--- src/rtl/reg_bank_pkg.sv ---
// Shared types and helpers for the register bank: access kinds and address decode.
package reg_bank_pkg;

  typedef enum logic [1:0] {
    RA_RW  = 2'd0,
    RA_RO  = 2'd1,
    RA_W1C = 2'd2
  } reg_access_t;

  typedef struct packed {
    logic       hit;
    logic [7:0] idx;
  } decode_t;

  // Read-only wins when a register is tagged both RO and W1C.
  function automatic reg_access_t f_access(input logic ro_mask_bit, input logic w1c_mask_bit);
    if (ro_mask_bit) begin
      return RA_RO;
    end else if (w1c_mask_bit) begin
      return RA_W1C;
    end
    return RA_RW;
  endfunction

  // Addresses are widened to 32 bits so the subtraction and range check never wrap.
  function automatic decode_t f_decode(input logic [31:0] addr, input logic [31:0] base,
                                       input int unsigned nreg);
    logic [31:0] diff;
    decode_t     d;
    diff  = addr - base;
    d.hit = (addr >= base) && (diff < nreg);
    d.idx = diff[7:0];
    return d;
  endfunction

endpackage

--- src/rtl/reg_wrchan_if.sv ---
// Register write channel: one transaction per cycle with write asserted, no backpressure.
interface reg_wrchan_if #(
  parameter int K_AWIDTH = 16,
  parameter int K_DWIDTH = 8
);
  logic [K_AWIDTH-1:0] addr;
  logic [K_DWIDTH-1:0] data;
  logic [K_DWIDTH-1:0] bmask;
  logic                write;

  modport master (output addr, output data, output bmask, output write);
  modport slave  (input addr, input data, input bmask, input write);
endinterface

--- src/rtl/reg_bank_cell.sv ---
// One register of the bank; its update rule is fixed at elaboration by K_ACCESS.
module reg_bank_cell
  import reg_bank_pkg::*;
#(
  parameter int                   K_DWIDTH    = 8,
  parameter reg_access_t          K_ACCESS    = RA_RW,
  parameter logic [K_DWIDTH-1:0]  K_RESET_VAL = '0
) (
  input  logic                i_clk,
  input  logic                i_rst_n,
  input  logic                i_we,
  input  logic [K_DWIDTH-1:0] i_data,
  input  logic [K_DWIDTH-1:0] i_bmask,
  input  logic [K_DWIDTH-1:0] i_hw_val,
  input  logic [K_DWIDTH-1:0] i_hw_set,
  output logic [K_DWIDTH-1:0] o_value
);

  logic [K_DWIDTH-1:0] r_value;
  logic                w_unused;

  // Not every access kind consumes every input.
  assign w_unused = ^{i_we, i_data, i_bmask, i_hw_val, i_hw_set};

  always_ff @(posedge i_clk or negedge i_rst_n) begin
    if (!i_rst_n) begin
      r_value <= K_RESET_VAL;
    end else begin
      case (K_ACCESS)
        RA_RO: r_value <= i_hw_val;
        // Hardware set is OR-ed last so it beats a software clear on the same bit.
        RA_W1C: begin
          if (i_we) begin
            r_value <= (r_value & ~(i_data & i_bmask)) | i_hw_set;
          end else begin
            r_value <= r_value | i_hw_set;
          end
        end
        default: begin
          if (i_we) begin
            r_value <= (r_value & ~i_bmask) | (i_data & i_bmask);
          end
        end
      endcase
    end
  end

  assign o_value = r_value;

endmodule

--- src/rtl/reg_bank_slave.sv ---
// Register bank slave: masked writes from the write channel, one-cycle read pipeline,
// and per-register strobes and error pulses back to the bus side.
module reg_bank_slave
  import reg_bank_pkg::*;
#(
  parameter int                            K_DWIDTH    = 8,
  parameter int                            K_AWIDTH    = 16,
  parameter int                            K_NREG      = 16,
  parameter logic [K_AWIDTH-1:0]           K_BASE      = '0,
  parameter logic [K_NREG-1:0]             K_RO_MASK   = '0,
  parameter logic [K_NREG-1:0]             K_W1C_MASK  = '0,
  parameter logic [K_NREG*K_DWIDTH-1:0]    K_RESET_VAL = '0
) (
  input  logic                         i_clk,
  input  logic                         i_rst_n,
  reg_wrchan_if.slave                  wr,
  input  logic                         i_rd_req,
  input  logic [K_AWIDTH-1:0]          i_rd_addr,
  output logic                         o_rd_valid,
  output logic [K_DWIDTH-1:0]          o_rd_data,
  output logic                         o_rd_err,
  output logic                         o_wr_err,
  output logic [K_NREG-1:0]            o_wr_strobe,
  output logic [K_NREG*K_DWIDTH-1:0]   o_regs,
  input  logic [K_NREG*K_DWIDTH-1:0]   i_hw_val,
  input  logic [K_NREG*K_DWIDTH-1:0]   i_hw_set
);

  decode_t             w_wr_dec;
  decode_t             w_rd_dec;
  logic [K_NREG-1:0]   w_wr_sel;
  logic [K_NREG-1:0]   w_we;
  logic                w_wr_err;
  logic [K_DWIDTH-1:0] w_regs [K_NREG];
  logic [K_DWIDTH-1:0] w_rd_mux;

  logic                r_rd_vld_p1;
  logic [K_DWIDTH-1:0] r_rd_data_p1;
  logic                r_rd_err_p1;
  logic                r_wr_err_p1;
  logic [K_NREG-1:0]   r_wr_strobe_p1;

  assign w_wr_dec = f_decode(32'(wr.addr), 32'(K_BASE), K_NREG);
  assign w_rd_dec = f_decode(32'(i_rd_addr), 32'(K_BASE), K_NREG);

  for (genvar gi = 0; gi < K_NREG; gi++) begin : g_reg
    localparam reg_access_t L_ACC = f_access(K_RO_MASK[gi], K_W1C_MASK[gi]);

    // Gating on write keeps undriven address/data from reaching the cells.
    assign w_wr_sel[gi] = wr.write && w_wr_dec.hit && (w_wr_dec.idx == 8'(gi));
    assign w_we[gi]     = w_wr_sel[gi] && (L_ACC != RA_RO);

    reg_bank_cell #(
      .K_DWIDTH   (K_DWIDTH),
      .K_ACCESS   (L_ACC),
      .K_RESET_VAL(K_RESET_VAL[gi*K_DWIDTH +: K_DWIDTH])
    ) u_cell (
      .i_clk   (i_clk),
      .i_rst_n (i_rst_n),
      .i_we    (w_we[gi]),
      .i_data  (wr.data),
      .i_bmask (wr.bmask),
      .i_hw_val(i_hw_val[gi*K_DWIDTH +: K_DWIDTH]),
      .i_hw_set(i_hw_set[gi*K_DWIDTH +: K_DWIDTH]),
      .o_value (w_regs[gi])
    );

    assign o_regs[gi*K_DWIDTH +: K_DWIDTH] = w_regs[gi];
  end

  // Misses and RO targets both leave w_we empty.
  assign w_wr_err = wr.write && (w_we == '0);

  // Stage p0: read mux sees register state before this cycle's write lands.
  always_comb begin
    w_rd_mux = '0;
    for (int i = 0; i < K_NREG; i++) begin
      if (w_rd_dec.hit && (w_rd_dec.idx == 8'(i))) begin
        w_rd_mux = w_regs[i];
      end
    end
  end

  // Stage p1: registered responses, strobes and error pulses.
  always_ff @(posedge i_clk or negedge i_rst_n) begin
    if (!i_rst_n) begin
      r_rd_vld_p1    <= 1'b0;
      r_rd_data_p1   <= '0;
      r_rd_err_p1    <= 1'b0;
      r_wr_err_p1    <= 1'b0;
      r_wr_strobe_p1 <= '0;
    end else begin
      r_rd_vld_p1    <= i_rd_req;
      r_rd_data_p1   <= i_rd_req ? w_rd_mux : '0;
      r_rd_err_p1    <= i_rd_req && !w_rd_dec.hit;
      r_wr_err_p1    <= w_wr_err;
      r_wr_strobe_p1 <= w_we;
    end
  end

  assign o_rd_valid  = r_rd_vld_p1;
  assign o_rd_data   = r_rd_data_p1;
  assign o_rd_err    = r_rd_err_p1;
  assign o_wr_err    = r_wr_err_p1;
  assign o_wr_strobe = r_wr_strobe_p1;

endmodule

--- src/flat_wrapper.sv ---
// flat-port wrapper written by rule: the top's interface ports become plain ports
module reg_bank_slave_flat import reg_bank_pkg::*;
#(
  parameter int                            K_DWIDTH    = 8,
  parameter int                            K_AWIDTH    = 16,
  parameter int                            K_NREG      = 16,
  parameter logic [K_AWIDTH-1:0]           K_BASE      = '0,
  parameter logic [K_NREG-1:0]             K_RO_MASK   = '0,
  parameter logic [K_NREG-1:0]             K_W1C_MASK  = '0,
  parameter logic [K_NREG*K_DWIDTH-1:0]    K_RESET_VAL = '0
)
  (i_clk, i_rst_n, i_rd_req, i_rd_addr, o_rd_valid, o_rd_data, o_rd_err, o_wr_err, o_wr_strobe, o_regs, i_hw_val, i_hw_set, wr_addr, wr_data, wr_bmask, wr_write);
  reg_wrchan_if #(.K_AWIDTH(K_AWIDTH), .K_DWIDTH(K_DWIDTH)) wr_i ();
  input  logic i_clk;
  input  logic i_rst_n;
  input  logic i_rd_req;
  input  logic [K_AWIDTH-1:0] i_rd_addr;
  output logic o_rd_valid;
  output logic [K_DWIDTH-1:0] o_rd_data;
  output logic o_rd_err;
  output logic o_wr_err;
  output logic [K_NREG-1:0] o_wr_strobe;
  output logic [K_NREG*K_DWIDTH-1:0] o_regs;
  input  logic [K_NREG*K_DWIDTH-1:0] i_hw_val;
  input  logic [K_NREG*K_DWIDTH-1:0] i_hw_set;
  input wire logic [$bits(wr_i.addr)-1:0] wr_addr;
  input wire logic [$bits(wr_i.data)-1:0] wr_data;
  input wire logic [$bits(wr_i.bmask)-1:0] wr_bmask;
  input wire logic [$bits(wr_i.write)-1:0] wr_write;
  assign wr_i.addr = wr_addr;
  assign wr_i.data = wr_data;
  assign wr_i.bmask = wr_bmask;
  assign wr_i.write = wr_write;
  reg_bank_slave #(.K_DWIDTH(K_DWIDTH), .K_AWIDTH(K_AWIDTH), .K_NREG(K_NREG), .K_BASE(K_BASE), .K_RO_MASK(K_RO_MASK), .K_W1C_MASK(K_W1C_MASK), .K_RESET_VAL(K_RESET_VAL)) u_core (.i_clk(i_clk), .i_rst_n(i_rst_n), .wr(wr_i), .i_rd_req(i_rd_req), .i_rd_addr(i_rd_addr), .o_rd_valid(o_rd_valid), .o_rd_data(o_rd_data), .o_rd_err(o_rd_err), .o_wr_err(o_wr_err), .o_wr_strobe(o_wr_strobe), .o_regs(o_regs), .i_hw_val(i_hw_val), .i_hw_set(i_hw_set));
endmodule
--- config.mk ---
export PLATFORM = sky130hd
export DESIGN_NAME = reg_bank_slave_flat
export DESIGN_NICKNAME = d
export VERILOG_FILES = /design/src/rtl/reg_bank_pkg.sv /design/src/rtl/reg_wrchan_if.sv /design/src/rtl/reg_bank_cell.sv /design/src/rtl/reg_bank_slave.sv /design/src/flat_wrapper.sv
export SDC_FILE = /design/constraint.sdc
export NUM_CORES = 1
export LEC_CHECK = 0
export CAP_MARGIN = 20
export CORE_AREA = 2 2 182 184
export DETAILED_ROUTE_END_ITERATION = 8
export DIE_AREA = 0 0 184 186
export PLACE_DENSITY = 0.66
export SLEW_MARGIN = 20
export SYNTH_ARGS = -nofsm -noshare
export SYNTH_HDL_FRONTEND = slang
export SYNTH_SLANG_ARGS = --single-unit
--- constraint.sdc ---
create_clock -name i_clk -period 3.4 [get_ports i_clk]
set_input_delay 0.51 -clock i_clk [delete_from_list [all_inputs] [get_ports i_clk]]
set_output_delay 0.51 -clock i_clk [all_outputs]
set_load 0.02 [all_outputs]
==> metrics.yaml <==
run_status:
  status: "complete, no violations"
timing:
  setup_viol: 0
  fmax_mhz: 387
  drv_slew: 0
  tightest_slew_ns: 0.892
  fin_skew_ns: 0.0116
  rsz0062_at_grt: "false"
  hold_viol: 0
  setup-tns-final_ns: 0
  maxSlewHeadroom: 0.406
  min_period_ns: 2.58
  fin_crit_sh: 0.760
  final.setup.worst_slack_ns: 0.817
synthesis:
  synth_ff_type: "dfrtp_1"
  synth_cell_types: 49
  yosys_warnings: 0
  ys_seq_area_frac: 0.508
  synth-edff-count: 0
  synth_area_um2: 7640
  synthArstFlopShare: 1.00
  synthTopCellsByArea: "dfrtp_1 (51%), mux2_2 (16%), nor2_1 (6.3%)"
  synth.avg_cell_area_um2: 11.2
  syn-num-nets: 991
  synthCells: 683
  ys_ff_latch: 155
  synth_top_cell_area_share: 0.508
  synth_area_leader_cell: "dfrtp_1"
floorplan:
  initial_core_util: 0.237
  fp.dieW_um: 184
  core_um2: 32200
  io_pins: 463
  chipHeight_um: 186
  die_area_um2: 34200
  fp-row-count: 66
setup_path:
  r2r_end: "u_core.o_rd_data[1]"
  end_kind: "register"
  crit_path_start_kind: "input pin"
  path_depth: 7
  critical_path.top_delay_family: "simple AND/OR/NAND/NOR gates"
  critPathArrivalTime_ns: 2.89
  critPathMaxStageDelay_ns: 0.42
  cp_slowest_cell: "clkdlybuf4s50_1"
  crit_chain: "clkdlybuf4s50_1 > nor4_1 > and4_1 > nand3b_1 > buf_12 > nor2_1 > mux2_2"
  crit_path_start: "wr_addr[14]"
  crit_type: "in -> reg"
  required_ns: 3.71
  reg2regPathDepth: 5
  cp.buffers_inverters: 2
  reg2reg_slack_ns: 1.79
  path_max_fanout: 26
global_routing:
  gr-total-overflow: 0
  grt_start_max_net_pins: 80
  grt_first_pass_wirelength_um: 41500
  grt_pass1_vias: 6507
  grt_antenna_before_repair: 4
  grt.total_usage: 0.166
drt:
  wirelength_um: 28300
  routedWlPerCell_um: 21.4
  via_per_inst: 4.84
  detail-route-antenna-nets: 0
  drc_errors: 0
  drtIter0Drc: 393
  drtPass1Iterations: 7
  vias: 6384
clock_tree:
  cts_resized: 0
  cts_buffers: 17
  cts-root-buf: "clkbuf_16"
  clock_latency_ns: 0.43
  h-tree-depth: 4
  cts.hold.buffers_added: 0
  clock-sinks: 155
  cts_setup_buffers: 0
  clkTransAtPathRegs_ns: 0.07
  cts_tree: "built"
  clock_path_buffers: 2
power:
  p_leak_uw: 0.00466
  powerDensity_nw_per_um2: 373
  ir_worst_vdd_v: 0.000284
  p_comb_frac: 0.071
  clockPowerShare: 0.472
  p_int_uw: 2930
  power_frac_seq: 0.457
  switching_share: 0.275
  total_power_uw: 4040
  switching_power_uw: 1110
min_path:
  hold_class: "in -> async"
final_layout:
  syn_to_final_growth_pct: 41.8
  finalNonFillerCells: 1320
  layout.nets: 1204
  fillers: 3227
  layout-drive-gt1-share: 0.231
run:
  max-cap-violations: 0
placed_design:
  place.gp.congestion: 0.816
  port_buffers: 206
  dpl_worst_slack_ns: 0.345
  dp_hpwl_um: 20400
  placed_cells: 1285
## final cells by class
cell class / instances / area [µm²] / area share
antenna: 3 / 7.51 / 0.000693
clock buffer: 17 / 425 / 0.0393
clock inverter: 15 / 143 / 0.0132
inverter: 5 / 18.8 / 0.00173
multi-input combinational: 481 / 3550 / 0.327
sequential: 155 / 3880 / 0.358
tap: 408 / 510 / 0.0471
timing repair buffer: 236 / 2300 / 0.213
## routing by layer
metal,global-route usage,vias up,routed length (µm)
met4,0.0554,2,496
met3,0.0693,35,3030
met2,0.236,304,11700
met5,0,-,13
met1,0.227,3211,13000
li1,-,2832,-
## logic make-up after synthesis
| group | share of synthesized area |
|---|---|
| AOI/OAI and AO/OA | 0.0521 |
| muxes | 0.262 |
| DFF | 0.508 |
| buffers and inverters | 0.0282 |
| and+or+nand+nor | 0.150 |
## cell usage in the layout, fill, tap and decap left out, types with 3 or more instances in the layout
cell type        count
nor2b_1             11
clkbuf_16           17
nand3b_1             5
nand2_1             57
o22ai_1              5
mux2_2             106
clkdlybuf4s50_1    203
mux2i_1             18
nor2_1             128
mux4_2              13
o21ai_0             15
a222oi_1             4
inv_1                4
nor4_1               5
inv_6                6
nand3_1              5
buf_4               28
nand2b_1             4
mux2_1              30
nor3_1               6
dfrtp_1            155
diode_2              3
a211oi_1             5
nor2_2              23
a21oi_1             10
inv_8                6
## synthesized netlist by cell type (2+ instances only)
cell type  count
dfrtp_1      155
nor2_1       128
mux2_2       106
nand2_1       57
mux2_1        30
clkbuf_1      27
nor2_2        23
mux2i_1       18
o21ai_0       15
mux4_2        13
nor2b_1       11
a21oi_1       10
buf_2          7
nor3_1         6
a211oi_1       5
nand3_1        5
nand3b_1       5
nor4_1         5
o22ai_1        5
a222oi_1       4
inv_1          4
nand2b_1       4
buf_1          3
buf_6          3
a221o_1        2
a31o_2         2
a32oi_1        2
and2_1         2
buf_4          2
nand4_1        2
nor3b_1        2
o2bb2ai_1      2
or3_1          2
## per-stage QoR
| step | hold slack, ns | area [µm²] | util |
|---|---|---|---|
| global route | 0.166 | 10800 | 0.336 |
| detailed placement | 0.510 | 10300 | 0.319 |
| finish | 0.123 | 10800 | 0.336 |
| CTS | 0.147 | 10800 | 0.336 |
| floorplan | 0.214 | 7640 | - |
| global placement | 0.491 | 10300 | 0.319 |
## power groups by stage
| stage | logic (µW) | registers, µW | clock network [µW] |
|---|---|---|---|
| final | 288 | 1840 | 1910 |
| after global routing | 312 | 1840 | 2030 |
| after CTS | 290 | 1840 | 1950 |
| after detailed placement | 289 | 1880 | 0 |
| after global placement | 288 | 1880 | 0 |
| after floorplan | 101 | 1880 | 0 |
## worst min path at each step
stage,cells after the start,slack (ns),endpoint
2_1_floorplan,0,0.21,async pin
3_3_place_gp,1,0.49,register
3_5_place_dp,1,0.51,register
4_1_cts,1,0.15,async pin
5_1_grt,1,0.17,async pin
6_report,1,0.12,async pin
## worst register-to-register path: cells and delay by family (launching register included)
kind	cells	cell delay, ns
DFF	1	0.41
and+or+nand+nor	2	0.18
muxes	1	0.50
AOI/OAI and AO/OA	2	0.39
Power figures use the tool's default switching activity.
